## config.mk

```make
export PLATFORM = sky130hd
export DESIGN_NAME = ram_pl_loader_flat
export DESIGN_NICKNAME = d
export VERILOG_FILES = /design/src/rtl/ram_pl_loader_if.sv /design/src/rtl/ram_pl_loader.sv /design/src/flat_wrapper.sv
export SDC_FILE = /design/constraint.sdc
export NUM_CORES = 1
export LEC_CHECK = 0
export BUFFER_PORTS_ARGS = -buffer_cell sky130_fd_sc_hd__buf_2
export CAP_MARGIN = 5
export CORE_ASPECT_RATIO = 1.5
export CORE_MARGIN = 5
export CORE_UTILIZATION = 24
export CTS_CLUSTER_DIAMETER = 100
export DETAILED_ROUTE_END_ITERATION = 8
export SLEW_MARGIN = 5
export SYNTH_ARGS = -nofsm -noshare
export SYNTH_HDL_FRONTEND = slang
export SYNTH_SLANG_ARGS = --single-unit
```

## constraint.sdc

```tcl
create_clock -name CLK -period 4 [get_ports CLK]
set_clock_uncertainty 0.15 [all_clocks]
set_input_delay 0.2 -clock CLK [delete_from_list [all_inputs] [get_ports CLK]]
set_output_delay 0.2 -clock CLK [all_outputs]
set_load 0.02 [all_outputs]
```

## src/rtl/ram_pl_loader_if.sv

```systemverilog
// rtl/ram_pl_loader_if.sv - word stream and RAM preload bus between loader, source and RAM
//
// Signals:
//   S_DATA/S_VALID/S_READY : 32-bit load word stream into the loader
//   PL_INIT/PL_ENA         : init strobe and port enable towards the RAM
//   PL_WEN/PL_REN          : write / read strobes (never both high)
//   PL_ADDR/PL_DATA_IN     : 20-bit address and 32-bit write data
//   PL_DATA_OUT            : read data from the RAM, valid one cycle after PL_REN
// Modports:
//   master : the loader (drives S_READY and the PL outputs)
//   slave  : the word source plus RAM side
interface ram_pl_loader_if;
  logic [31:0] S_DATA;
  logic        S_VALID;
  logic        S_READY;
  logic        PL_INIT;
  logic        PL_ENA;
  logic        PL_WEN;
  logic        PL_REN;
  logic [19:0] PL_ADDR;
  logic [31:0] PL_DATA_IN;
  logic [31:0] PL_DATA_OUT;

  modport master (
    input  S_DATA, S_VALID, PL_DATA_OUT,
    output S_READY, PL_INIT, PL_ENA, PL_WEN, PL_REN, PL_ADDR, PL_DATA_IN
  );

  modport slave (
    output S_DATA, S_VALID, PL_DATA_OUT,
    input  S_READY, PL_INIT, PL_ENA, PL_WEN, PL_REN, PL_ADDR, PL_DATA_IN
  );
endinterface

```

## src/rtl/ram_pl_loader.sv

```systemverilog
// rtl/ram_pl_loader.sv - streams DEPTH words into a RAM through its preload port
//
// Purpose: accepts 32-bit words on bus.S_* and writes them to consecutive
// PL addresses starting at BASE_ADDR. With RAM_PL_VERIFY_EN defined, the
// words are read back afterwards and their sum is compared with the sum of
// the written words; a mismatch sets ERR.
//
// Ports:
//   CLK, RESET_N : clock (also the RAM's PL_CLK) and synchronous active-low reset
//   START        : begin a load, only looked at while idle
//   ABORT        : stop the running load, go idle, set ERR
//   BUSY         : high whenever not idle
//   DONE         : one-cycle pulse at the end of a load
//   ERR          : sticky abort / verify-mismatch flag, cleared by an accepted START
//   bus          : ram_pl_loader_if.master (word stream in, PL bus out)
//
// Build option: RAM_PL_VERIFY_EN enables the read-back verify pass.
module ram_pl_loader #(
  parameter int unsigned DEPTH     = 512,
  parameter logic [19:0] BASE_ADDR = 20'h0
) (
  input  logic               CLK,
  input  logic               RESET_N,
  input  logic               START,
  input  logic               ABORT,
  output logic               BUSY,
  output logic               DONE,
  output logic               ERR,
  ram_pl_loader_if.master    bus
);

  typedef enum logic [2:0] {
    ST_IDLE,
    ST_INIT,
    ST_WRITE,
    ST_DRAIN,
    ST_VERIFY,
    ST_DONE
  } state_t;

  // 11 bits holds DEPTH itself (up to 1024), needed as the verify issue count
  localparam logic [10:0] IDX_LAST = 11'(DEPTH - 1);

  state_t      state_q, state_d;
  logic [10:0] idx_q, idx_d;
  logic [31:0] wsum_q, wsum_d;
  logic        err_q, err_d;
  logic        busy_q, busy_d;
  logic        done_q, done_d;
  logic        s_ready_q, s_ready_d;
  logic        pl_init_q, pl_init_d;
  logic        pl_ena_q, pl_ena_d;
  logic        pl_wen_q, pl_wen_d;
  logic [19:0] pl_addr_q, pl_addr_d;
  logic [31:0] pl_data_in_q, pl_data_in_d;

`ifdef RAM_PL_VERIFY_EN
  localparam logic [10:0] IDX_DEPTH = 11'(DEPTH);
  logic        pl_ren_q, pl_ren_d;
  logic        rd_vld_q, rd_vld_d;
  logic [31:0] rsum_q, rsum_d;
  logic        rd_last;
  // final returned word: data is valid this cycle and no read is outstanding
  assign rd_last = (state_q == ST_VERIFY) && rd_vld_q && !pl_ren_q;
`else
  logic unused_pl_data;
  assign unused_pl_data = ^bus.PL_DATA_OUT;
`endif

  logic hs;
  logic abort_now;

  assign hs        = (state_q == ST_WRITE) && bus.S_VALID && s_ready_q;
  assign abort_now = ABORT && (state_q != ST_IDLE);

  // state register
  always_ff @(posedge CLK) begin
    if (!RESET_N) begin
      state_q <= ST_IDLE;
    end else begin
      state_q <= state_d;
    end
  end

  // next-state logic
  always_comb begin
    state_d = state_q;
    if (abort_now) begin
      state_d = ST_IDLE;
    end else begin
      case (state_q)
        ST_IDLE:   if (START) state_d = ST_INIT;
        ST_INIT:   state_d = ST_WRITE;
        ST_WRITE:  if (hs && (idx_q == IDX_LAST)) state_d = ST_DRAIN;
`ifdef RAM_PL_VERIFY_EN
        ST_DRAIN:  state_d = ST_VERIFY;
        ST_VERIFY: if (rd_last) state_d = ST_DONE;
`else
        ST_DRAIN:  state_d = ST_DONE;
`endif
        ST_DONE:   state_d = ST_IDLE;
        default:   state_d = ST_IDLE;
      endcase
    end
  end

  // output / datapath logic; every output is a flop loaded from the next state
  always_comb begin
    idx_d        = idx_q;
    wsum_d       = wsum_q;
    err_d        = err_q;
    pl_wen_d     = 1'b0;
    pl_addr_d    = pl_addr_q;
    pl_data_in_d = pl_data_in_q;
    busy_d       = (state_d != ST_IDLE);
    done_d       = (state_d == ST_DONE);
    s_ready_d    = (state_d == ST_WRITE);
    pl_init_d    = (state_d == ST_INIT);
    pl_ena_d     = (state_d inside {ST_INIT, ST_WRITE, ST_DRAIN, ST_VERIFY});
`ifdef RAM_PL_VERIFY_EN
    pl_ren_d     = 1'b0;
    rd_vld_d     = 1'b0;
    rsum_d       = rsum_q;
`endif

    if (abort_now) begin
      // the handshake of this cycle (if any) is dropped with everything else
      err_d        = 1'b1;
      pl_addr_d    = 20'h0;
      pl_data_in_d = 32'h0;
    end else begin
      case (state_q)
        ST_IDLE: begin
          if (START) begin
            err_d  = 1'b0;
            idx_d  = 11'd0;
            wsum_d = 32'h0;
          end
        end
        ST_WRITE: begin
          if (hs) begin
            pl_wen_d     = 1'b1;
            pl_addr_d    = BASE_ADDR + {9'd0, idx_q};
            pl_data_in_d = bus.S_DATA;
            wsum_d       = wsum_q + bus.S_DATA;
            idx_d        = idx_q + 11'd1;
          end
        end
        ST_DRAIN: begin
`ifdef RAM_PL_VERIFY_EN
          // first read is issued on the way into VERIFY, so idx counts issued reads
          rsum_d    = 32'h0;
          pl_ren_d  = 1'b1;
          pl_addr_d = BASE_ADDR;
          idx_d     = 11'd1;
`else
          idx_d     = 11'd0;
`endif
        end
`ifdef RAM_PL_VERIFY_EN
        ST_VERIFY: begin
          rd_vld_d = pl_ren_q;
          if (rd_vld_q) begin
            rsum_d = rsum_q + bus.PL_DATA_OUT;
          end
          if (idx_q < IDX_DEPTH) begin
            pl_ren_d  = 1'b1;
            pl_addr_d = BASE_ADDR + {9'd0, idx_q};
            idx_d     = idx_q + 11'd1;
          end
          if (rd_last && ((rsum_q + bus.PL_DATA_OUT) != wsum_q)) begin
            err_d = 1'b1;
          end
        end
`endif
        ST_DONE: begin
          pl_addr_d    = 20'h0;
          pl_data_in_d = 32'h0;
        end
        default: ;
      endcase
    end
  end

  always_ff @(posedge CLK) begin
    if (!RESET_N) begin
      idx_q        <= 11'd0;
      wsum_q       <= 32'h0;
      err_q        <= 1'b0;
      busy_q       <= 1'b0;
      done_q       <= 1'b0;
      s_ready_q    <= 1'b0;
      pl_init_q    <= 1'b0;
      pl_ena_q     <= 1'b0;
      pl_wen_q     <= 1'b0;
      pl_addr_q    <= 20'h0;
      pl_data_in_q <= 32'h0;
`ifdef RAM_PL_VERIFY_EN
      pl_ren_q     <= 1'b0;
      rd_vld_q     <= 1'b0;
      rsum_q       <= 32'h0;
`endif
    end else begin
      idx_q        <= idx_d;
      wsum_q       <= wsum_d;
      err_q        <= err_d;
      busy_q       <= busy_d;
      done_q       <= done_d;
      s_ready_q    <= s_ready_d;
      pl_init_q    <= pl_init_d;
      pl_ena_q     <= pl_ena_d;
      pl_wen_q     <= pl_wen_d;
      pl_addr_q    <= pl_addr_d;
      pl_data_in_q <= pl_data_in_d;
`ifdef RAM_PL_VERIFY_EN
      pl_ren_q     <= pl_ren_d;
      rd_vld_q     <= rd_vld_d;
      rsum_q       <= rsum_d;
`endif
    end
  end

  assign BUSY           = busy_q;
  assign DONE           = done_q;
  assign ERR            = err_q;
  assign bus.S_READY    = s_ready_q;
  assign bus.PL_INIT    = pl_init_q;
  assign bus.PL_ENA     = pl_ena_q;
  assign bus.PL_WEN     = pl_wen_q;
  assign bus.PL_ADDR    = pl_addr_q;
  assign bus.PL_DATA_IN = pl_data_in_q;
`ifdef RAM_PL_VERIFY_EN
  assign bus.PL_REN     = pl_ren_q;
`else
  assign bus.PL_REN     = 1'b0;
`endif

endmodule

```

## src/flat_wrapper.sv

```systemverilog
// flat-port wrapper written by rule: the top's interface ports become plain ports
module ram_pl_loader_flat 
#(
  parameter int unsigned DEPTH     = 512,
  parameter logic [19:0] BASE_ADDR = 20'h0
)
  (CLK, RESET_N, START, ABORT, BUSY, DONE, ERR, bus_S_DATA, bus_S_VALID, bus_PL_DATA_OUT, bus_S_READY, bus_PL_INIT, bus_PL_ENA, bus_PL_WEN, bus_PL_REN, bus_PL_ADDR, bus_PL_DATA_IN);
  ram_pl_loader_if bus_i ();
  input  logic CLK;
  input  logic RESET_N;
  input  logic START;
  input  logic ABORT;
  output logic BUSY;
  output logic DONE;
  output logic ERR;
  input wire logic [$bits(bus_i.S_DATA)-1:0] bus_S_DATA;
  input wire logic [$bits(bus_i.S_VALID)-1:0] bus_S_VALID;
  input wire logic [$bits(bus_i.PL_DATA_OUT)-1:0] bus_PL_DATA_OUT;
  output wire logic [$bits(bus_i.S_READY)-1:0] bus_S_READY;
  output wire logic [$bits(bus_i.PL_INIT)-1:0] bus_PL_INIT;
  output wire logic [$bits(bus_i.PL_ENA)-1:0] bus_PL_ENA;
  output wire logic [$bits(bus_i.PL_WEN)-1:0] bus_PL_WEN;
  output wire logic [$bits(bus_i.PL_REN)-1:0] bus_PL_REN;
  output wire logic [$bits(bus_i.PL_ADDR)-1:0] bus_PL_ADDR;
  output wire logic [$bits(bus_i.PL_DATA_IN)-1:0] bus_PL_DATA_IN;
  assign bus_i.S_DATA = bus_S_DATA;
  assign bus_i.S_VALID = bus_S_VALID;
  assign bus_i.PL_DATA_OUT = bus_PL_DATA_OUT;
  assign bus_S_READY = bus_i.S_READY;
  assign bus_PL_INIT = bus_i.PL_INIT;
  assign bus_PL_ENA = bus_i.PL_ENA;
  assign bus_PL_WEN = bus_i.PL_WEN;
  assign bus_PL_REN = bus_i.PL_REN;
  assign bus_PL_ADDR = bus_i.PL_ADDR;
  assign bus_PL_DATA_IN = bus_i.PL_DATA_IN;
  ram_pl_loader #(.DEPTH(DEPTH), .BASE_ADDR(BASE_ADDR)) u_core (.CLK(CLK), .RESET_N(RESET_N), .START(START), .ABORT(ABORT), .BUSY(BUSY), .DONE(DONE), .ERR(ERR), .bus(bus_i));
endmodule
```

==> results of run 1 <==
[cells by family (layout without fill, tap and decap cells)]
kind of cell | after synthesis | count (layout) | share of synthesized area, %
flip-flops | 64 | 64 | 51.7
other | 1 | 10 | 0.151
buffers and inverters | 30 | 138 | 6.67
multiplexers | 1 | 1 | 0.404
AO/OA/AOI/OAI | 72 | 72 | 16.2
AND/OR/NAND/NOR | 131 | 131 | 23.6
XOR/XNOR | 2 | 2 | 0.708
adder cells (fa/ha/maj) | 1 | 1 | 0.505
[what timing repair did]
action / in CTS / in global routing
hold buffers: 32 / 0
resized for setup: 0 / 0
hold endpoints to repair: 32 / 0
[power breakdown]
part           internal (mW)  switching (mW)
Sequential             0.644         0.00528
Combinational         0.0473          0.0516
Clock                  0.564           0.282
[sequential cells by signal (all words and copies together) (netlist names), 3 cells and up]
signal,count
u_core.state_q,3
u_core.idx_q,11
u_core.bus.PL_DATA_IN,32
u_core.bus.PL_ADDR,11
[synthesized netlist by cell type (all sizes together)]
| cell | n |
|---|---|
| mux2i | 1 |
| a21oi | 53 |
| o31a | 2 |
| o22ai | 1 |
| nor3b | 1 |
| nand2 | 92 |
| and4 | 1 |
| or4 | 4 |
| a211oi | 1 |
| a21boi | 1 |
| clkbuf | 16 |
| nor2 | 4 |
| ha | 1 |
| nand2b | 4 |
| dfxtp | 64 |
| o21ai | 5 |
| and2 | 2 |
| inv | 1 |
| a221oi | 1 |
| or3b | 2 |
| nand3 | 4 |
| nor4 | 2 |
| or2 | 1 |
| nor3 | 4 |
| o31ai | 4 |
| and3 | 1 |
| conb | 1 |
| o21a | 3 |
| nor2b | 1 |
| nand4 | 2 |
| or3 | 6 |
| o32a | 1 |
| buf | 13 |
| xor2 | 2 |
[area by class of cell]
| cell class | count | area share (%) |
|---|---|---|
| Sequential cell | 64 | 35.5 |
| Multi-Input combinational cell | 217 | 29.6 |
| Timing Repair Buffer | 121 | 21.5 |
| Clock buffer | 10 | 6.63 |
| Tap cell | 117 | 4.06 |
| Clock inverter | 6 | 2.57 |
| Inverter | 1 | 0.104 |
[layer usage]
| metal | routed length, µm | up-vias |
|---|---|---|
| met5 | 0 | - |
| met4 | 74 | 0 |
| met3 | 383 | 5 |
| met2 | 3500 | 57 |
| met1 | 2410 | 1083 |
| li1 | - | 1227 |
[path summary, 6_finish.rpt]
path | endpoint | cells past startpoint | slack (ns)
worst max-delay path | u_core.idx_q[8] | 4 | 1.78
worst min-delay path | u_core.state_q[2] | 2 | 0.02
worst max register to register | u_core.idx_q[8] | 4 | 1.78
worst min register to register | u_core.bus.PL_DATA_IN[24] | 2 | 0.30
[stage by stage]
stage          instances  hold WS, ns
2_1_floorplan        311        0.186
3_3_place_gp         488        0.289
3_5_place_dp         488        0.293
4_1_cts              536      0.00700
5_1_grt              536       0.0166
6_report             536       0.0229
==> metrics.md, run 1 <==
| Metric | Value |
|---|---|
| Clock Latency Late Sink | 0.32 ns |
| CP arrival | 2.32 ns |
| GRT met1 Usage | 9.57% |
| Worst Tran Pin Value | 0.745 ns |
| LEAKAGE | 1.47 nW |
| Ports | 129 |
| Die height | 134 µm |
| Routability cong. | 0.796 |
| Tot GR Track Use | 10.3% |
| Max_slew headroom | 50.2% |
| Fill cells | 1028 |
| Main area contributors after synthesis | dfxtp_1, nand2_1, a21oi_1 |
| Area of the multi-input gates | 1070 µm² |
| Maximum vdd drop | 162 µV |
| Crit path kind | flop to flop |
| Max Fclk | 451 MHz |
| Synthesized area | 2480 µm² |
| Place WS | 1.79 ns |
| Slew Limit Fails | 0 |
| Initial detailed-routing violation count | 81 |
| Cts bufs inserted | 9 |
| Fin. Hold Viols | 0 |
| Ant. Diodes | 0 |
| CP peak stage delay | 0.58 ns |
| Pwr dens | 442 nW/µm² |
| Remaining DRCs | 0 |
| Root Buffer | clkbuf_16 |
| Most used routing layer | met2 |
| Vias in the first global route | 2245 |
| HPWL Detailed | 4350 µm |
| Clk buf depth | 2 |
| Share of layout cells above drive strength 1 | 26.0% |
| Commonest non-fill, non-tap cell in the layout | nand2_1 |
| Final wirelength | 6360 µm |
| Design Area, Final | 3600 µm² |
| Post-synthesis sequential area ratio | 51.7% |
| Max-Cap Viols | 0 |
| First-pass detailed-route iteration total | 4 |
| Full die area | 12500 µm² |
| Crit path from | u_core.state_q[0] |
| Vias | 2372 |
| Req. time, crit path | 4.10 ns |
| Storage element area | 1280 µm² |
| Vias per cell | 4.43 |
| PnR worst setup slack | 1.78 ns |
| Largest net degree at the start of global routing | 44 |
| Port Buffers | 86 |
| CTS tree | built |
| Worst-path clk slew | 0.06 ns |
| Tmin final | 2.22 ns |
| H-tree depth | 3 |
| Commonest cells after routing, fill and taps aside | nand2_1, buf_2, dfxtp_1, a21oi_1, dlygate4sd3_1 |
| Post-route ant nets | 0 |
| Crit-path cells | or3b_4, o32a_1, or4_1, a21oi_1 |
| HP Class | input port to flop |
| Total negative slack | 0 ns |
| Syn_area_per_cell | 8.20 µm² |
| Met3 Use GR | 3.54% |
| Area Overhead vs Synth | 45.6% |
| Starting Density | 24.4% |
| Crit end category | flop |
| Yosys warning count | 0 |
| M2 GR Usage | 19.7% |
| Post-CTS Setup Inserts | 0 |
| Startpoint types | flop |
| Syn Inst Count | 302 |
| Final Core Density | 35.6% |
| Worst hold path startpoint | ABORT |
| PnR Total Power | 1.59 mW |
| Setup Viol. Count Final | 0 |
| Worst Path Max Fanout | 20 |
| Crit path buf inv count | 0 |
| Nets | 484 |
| Total grt overflow | 0 |
| Yosys cell types | 37 |
| Row count | 45 |
| RSZ-0062 raised after global routing | no |
| Top cell type's share of synthesized area | 51.7% |
| First-pass GRT wire length | 10100 µm |
| RR Startpoint | u_core.state_q[0] |
| Initial antenna violation count | 0 |
| Sinks on Clock Net | 64 |
| Top cell family by delay on the critical path | simple AND/OR/NAND/NOR gates |
| Slowest cell on crit path | or4_1 |
| Synth Register Bits | 64 |
| Result of the run | finished, final reports clean |
| Die width | 92.9 µm |
| Biggest area consumer among synthesized cells | dfxtp_1 |
| Area post-placement | 2950 µm² |
| Floorplan Core Area | 10100 µm² |
| Tcrit/Tclk final | 55.5% |
| Drt wl/cell | 11.9 µm |
(Power assumes the default switching activity.)
==> run 2: changes to the inputs <==
--- a/config.mk
+++ b/config.mk
@@ -5,6 +5,7 @@
 export SDC_FILE = /design/constraint.sdc
 export NUM_CORES = 1
 export LEC_CHECK = 0
+export ABC_AREA = 1
 export BUFFER_PORTS_ARGS = -buffer_cell sky130_fd_sc_hd__buf_2
 export CAP_MARGIN = 5
 export CORE_ASPECT_RATIO = 1.5
==> constraint.sdc (replaced) <==
create_clock -name CLK -period 2.1 [get_ports CLK]
set_clock_uncertainty 0.15 [all_clocks]
set_input_delay 0.105 -clock CLK [delete_from_list [all_inputs] [get_ports CLK]]
set_output_delay 0.105 -clock CLK [all_outputs]
set_load 0.02 [all_outputs]
==> metrics.md, run 2 <==
| Metric | Value |
|---|---|
| Worst-path clk slew | 0.05 ns |
| Design Area, Final | 3830 µm² |
| Ports | 129 |
| H-tree depth | 3 |
| Hold Path End | u_core.bus.PL_DATA_IN[5] |
| Tcrit/Tclk final | 89.1% |
| Cts bufs inserted | 9 |
| Post-Place Cells | 576 |
| RR Startpoint | u_core.state_q[0] |
| Post-route ant nets | 0 |
| Biggest area consumer among synthesized cells | dfxtp_1 |
| Slew Limit Fails | 0 |
| Synth top cells by count | nand2_1, dfxtp_1, a21oi_1, nor2_1, inv_1 |
| Yosys warning count | 0 |
| Async SR Flop Fraction | 0% |
| Crit path kind | flop to flop |
| Syn Inst Count | 354 |
| Remaining DRCs | 0 |
| Initial detailed-routing violation count | 90 |
| Crit path from | u_core.state_q[0] |
| WHS Path Cells | 2 |
| RSZ-0062 raised after global routing | no |
| Nets | 545 |
| CP arrival | 1.99 ns |
| Top cell family by delay on the critical path | simple AND/OR/NAND/NOR gates |
| HPWL Detailed | 4980 µm |
| Initial antenna violation count | 0 |
| Startpoint types | flop |
| CP peak stage delay | 0.42 ns |
| Clock Latency Late Sink | 0.32 ns |
| Slowest cell on crit path | buf_4 |
| Ant. Diodes | 0 |
| Row count | 47 |
| Syn_area_per_cell | 7.61 µm² |
| Vias in the first global route | 2524 |
| R2R depth | 8 |
| First-pass detailed-route iteration total | 4 |
| Area post-placement | 3210 µm² |
| Port Buffers | 86 |
| Floorplan Core Area | 11000 µm² |
| Crit-path cells | nor2_4, nand2_2, nor2_4, buf_4, nand3_1, nand3_1, nand3_1, nand2_1 |
| Total grt overflow | 0 |
| Dominant synthesized flop cell | dfxtp_1 |
| Die height | 140 µm |
| Vias per cell | 4.20 |
| Req. time, crit path | 2.22 ns |
| Vias | 2627 |
| Worst Tran Pin Value | 0.723 ns |
| Share of layout cells above drive strength 1 | 28.6% |
| Clk buf depth | 2 |
| Crit end category | flop |
| Synthesized area | 2690 µm² |
| Fin. Hold Viols | 0 |
| FF-to-FF End | u_core.BUSY |
| Crit path top cell by count | nand3_1 |
| Final wirelength | 7250 µm |
| Max reg flops | 32 |
| Tot GR Track Use | 10.8% |
| Commonest non-fill, non-tap cell in the layout | nand2_1 |
| Post-synthesis sequential area ratio | 47.6% |
| Sinks on Clock Net | 64 |
| Total negative slack | 0 ns |
| Tmin final | 1.87 ns |
| Yosys cell types | 25 |
| Fill cells | 1164 |
| Commonest cells after routing, fill and taps aside | nand2_1, buf_2, dfxtp_1, dlygate4sd3_1 |
| Starting Density | 24.5% |
| HP Class | flop to flop |
| Largest net degree at the start of global routing | 46 |
| Max_slew headroom | 51.7% |
| First-pass GRT wire length | 11500 µm |
| Pwr dens | 760 nW/µm² |
| Drt wl/cell | 11.6 µm |
| Full die area | 13500 µm² |
| Worst Path Max Fanout | 45 |
| Most frequent cell after synthesis | nand2_1 |
| PnR Total Power | 2.91 mW |
| Area Overhead vs Synth | 42.2% |
| Routability cong. | 0.837 |
| Worst reg-to-reg setup slack | 0.23 ns |
| Maximum vdd drop | 357 µV |
| Root Buffer | clkbuf_16 |
| Crit path buf inv count | 1 |
| Max-Cap Viols | 0 |
| Worst hold path startpoint | u_core.bus.PL_DATA_IN[5] |
| Synth Register Bits | 64 |
| Top cell type's share of synthesized area | 47.6% |
| Die width | 96.5 µm |
| Main area contributors after synthesis | dfxtp_1, nand2_1, a21oi_2 |
| Finished Layout Cells | 626 |
| Result of the run | finished, final reports clean |
| LEAKAGE | 1.65 nW |
| Max Fclk | 535 MHz |
| EDFF count, synth | 0 |
| Setup Viol. Count Final | 0 |
| CTS tree | built |
run 2: worst max-delay path by stage:
stage | cells after the start | end | slack [ns]
final | 8 | u_core.BUSY | 0.23
after global routing | 8 | u_core.BUSY | 0.08
after CTS | 8 | u_core.BUSY | 0.20
after detailed placement | 8 | u_core.BUSY | 0.22
after global placement | 8 | u_core.BUSY | 0.26
after floorplan | 8 | u_core.idx_q[6] | 0.59
run 2: report_power, final:
part / switching, mW / internal, mW
registers: 0.0116 / 1.23
logic: 0.187 / 0.121
clock network: 0.505 / 0.852
run 2: area by class of cell:
| type | instances | area, µm² | area share (%) |
|---|---|---|---|
| sequential | 64 | 1280 | 33.5 |
| multi-input combinational | 246 | 1170 | 30.6 |
| timing repair buffer | 125 | 811 | 21.2 |
| clock buffer | 12 | 256 | 6.70 |
| tap | 147 | 184 | 4.80 |
| inverter | 29 | 109 | 2.84 |
| clock inverter | 3 | 17.5 | 0.457 |
run 2: cell families (layout without fill, tap and decap cells):
group / after synthesis / count (layout) / synth area share [%]
and+or+nand+nor: 181 / 181 / 28.4
buffers and inverters: 53 / 169 / 10.3
xor gates and xnor gates: 1 / 1 / 0.325
AOI/OAI and AO/OA: 53 / 53 / 12.8
other: 1 / 10 / 0.139
adders and majority gates: 1 / 1 / 0.464
DFF: 64 / 64 / 47.6
run 2: routing by layer:
metal	vias up	GRT usage, %	part of all wire (%)
li1	1337	-	-
met1	1193	10.8	39
met2	78	19.2	51
met3	19	3.83	7.3
met4	0	5.03	2.9
met5	-	0	0
run 2: what timing repair did:
item	in CTS	in global routing
resized for setup	0	0
hold buffers	35	0
hold endpoints to repair	39	0
buffers inserted	0	0
run 2: per-stage QoR:
stage | utilization (%) | hold WS [ns] | setup WS [ns]
3_3_place_gp | 29.2 | 0.210 | 0.260
2_1_floorplan | - | 0.0342 | 0.592
4_1_cts | 34.8 | 0.311 | 0.201
6_report | 34.8 | 0.308 | 0.230
5_1_grt | 34.8 | 0.322 | 0.0756
3_5_place_dp | 29.2 | 0.216 | 0.223
run 2: tightest hold or removal path, stage by stage (launching register included):
cell and delay (ns):
dfxtp_1 0.30, nand2_1 0.06, a21oi_1 0.05
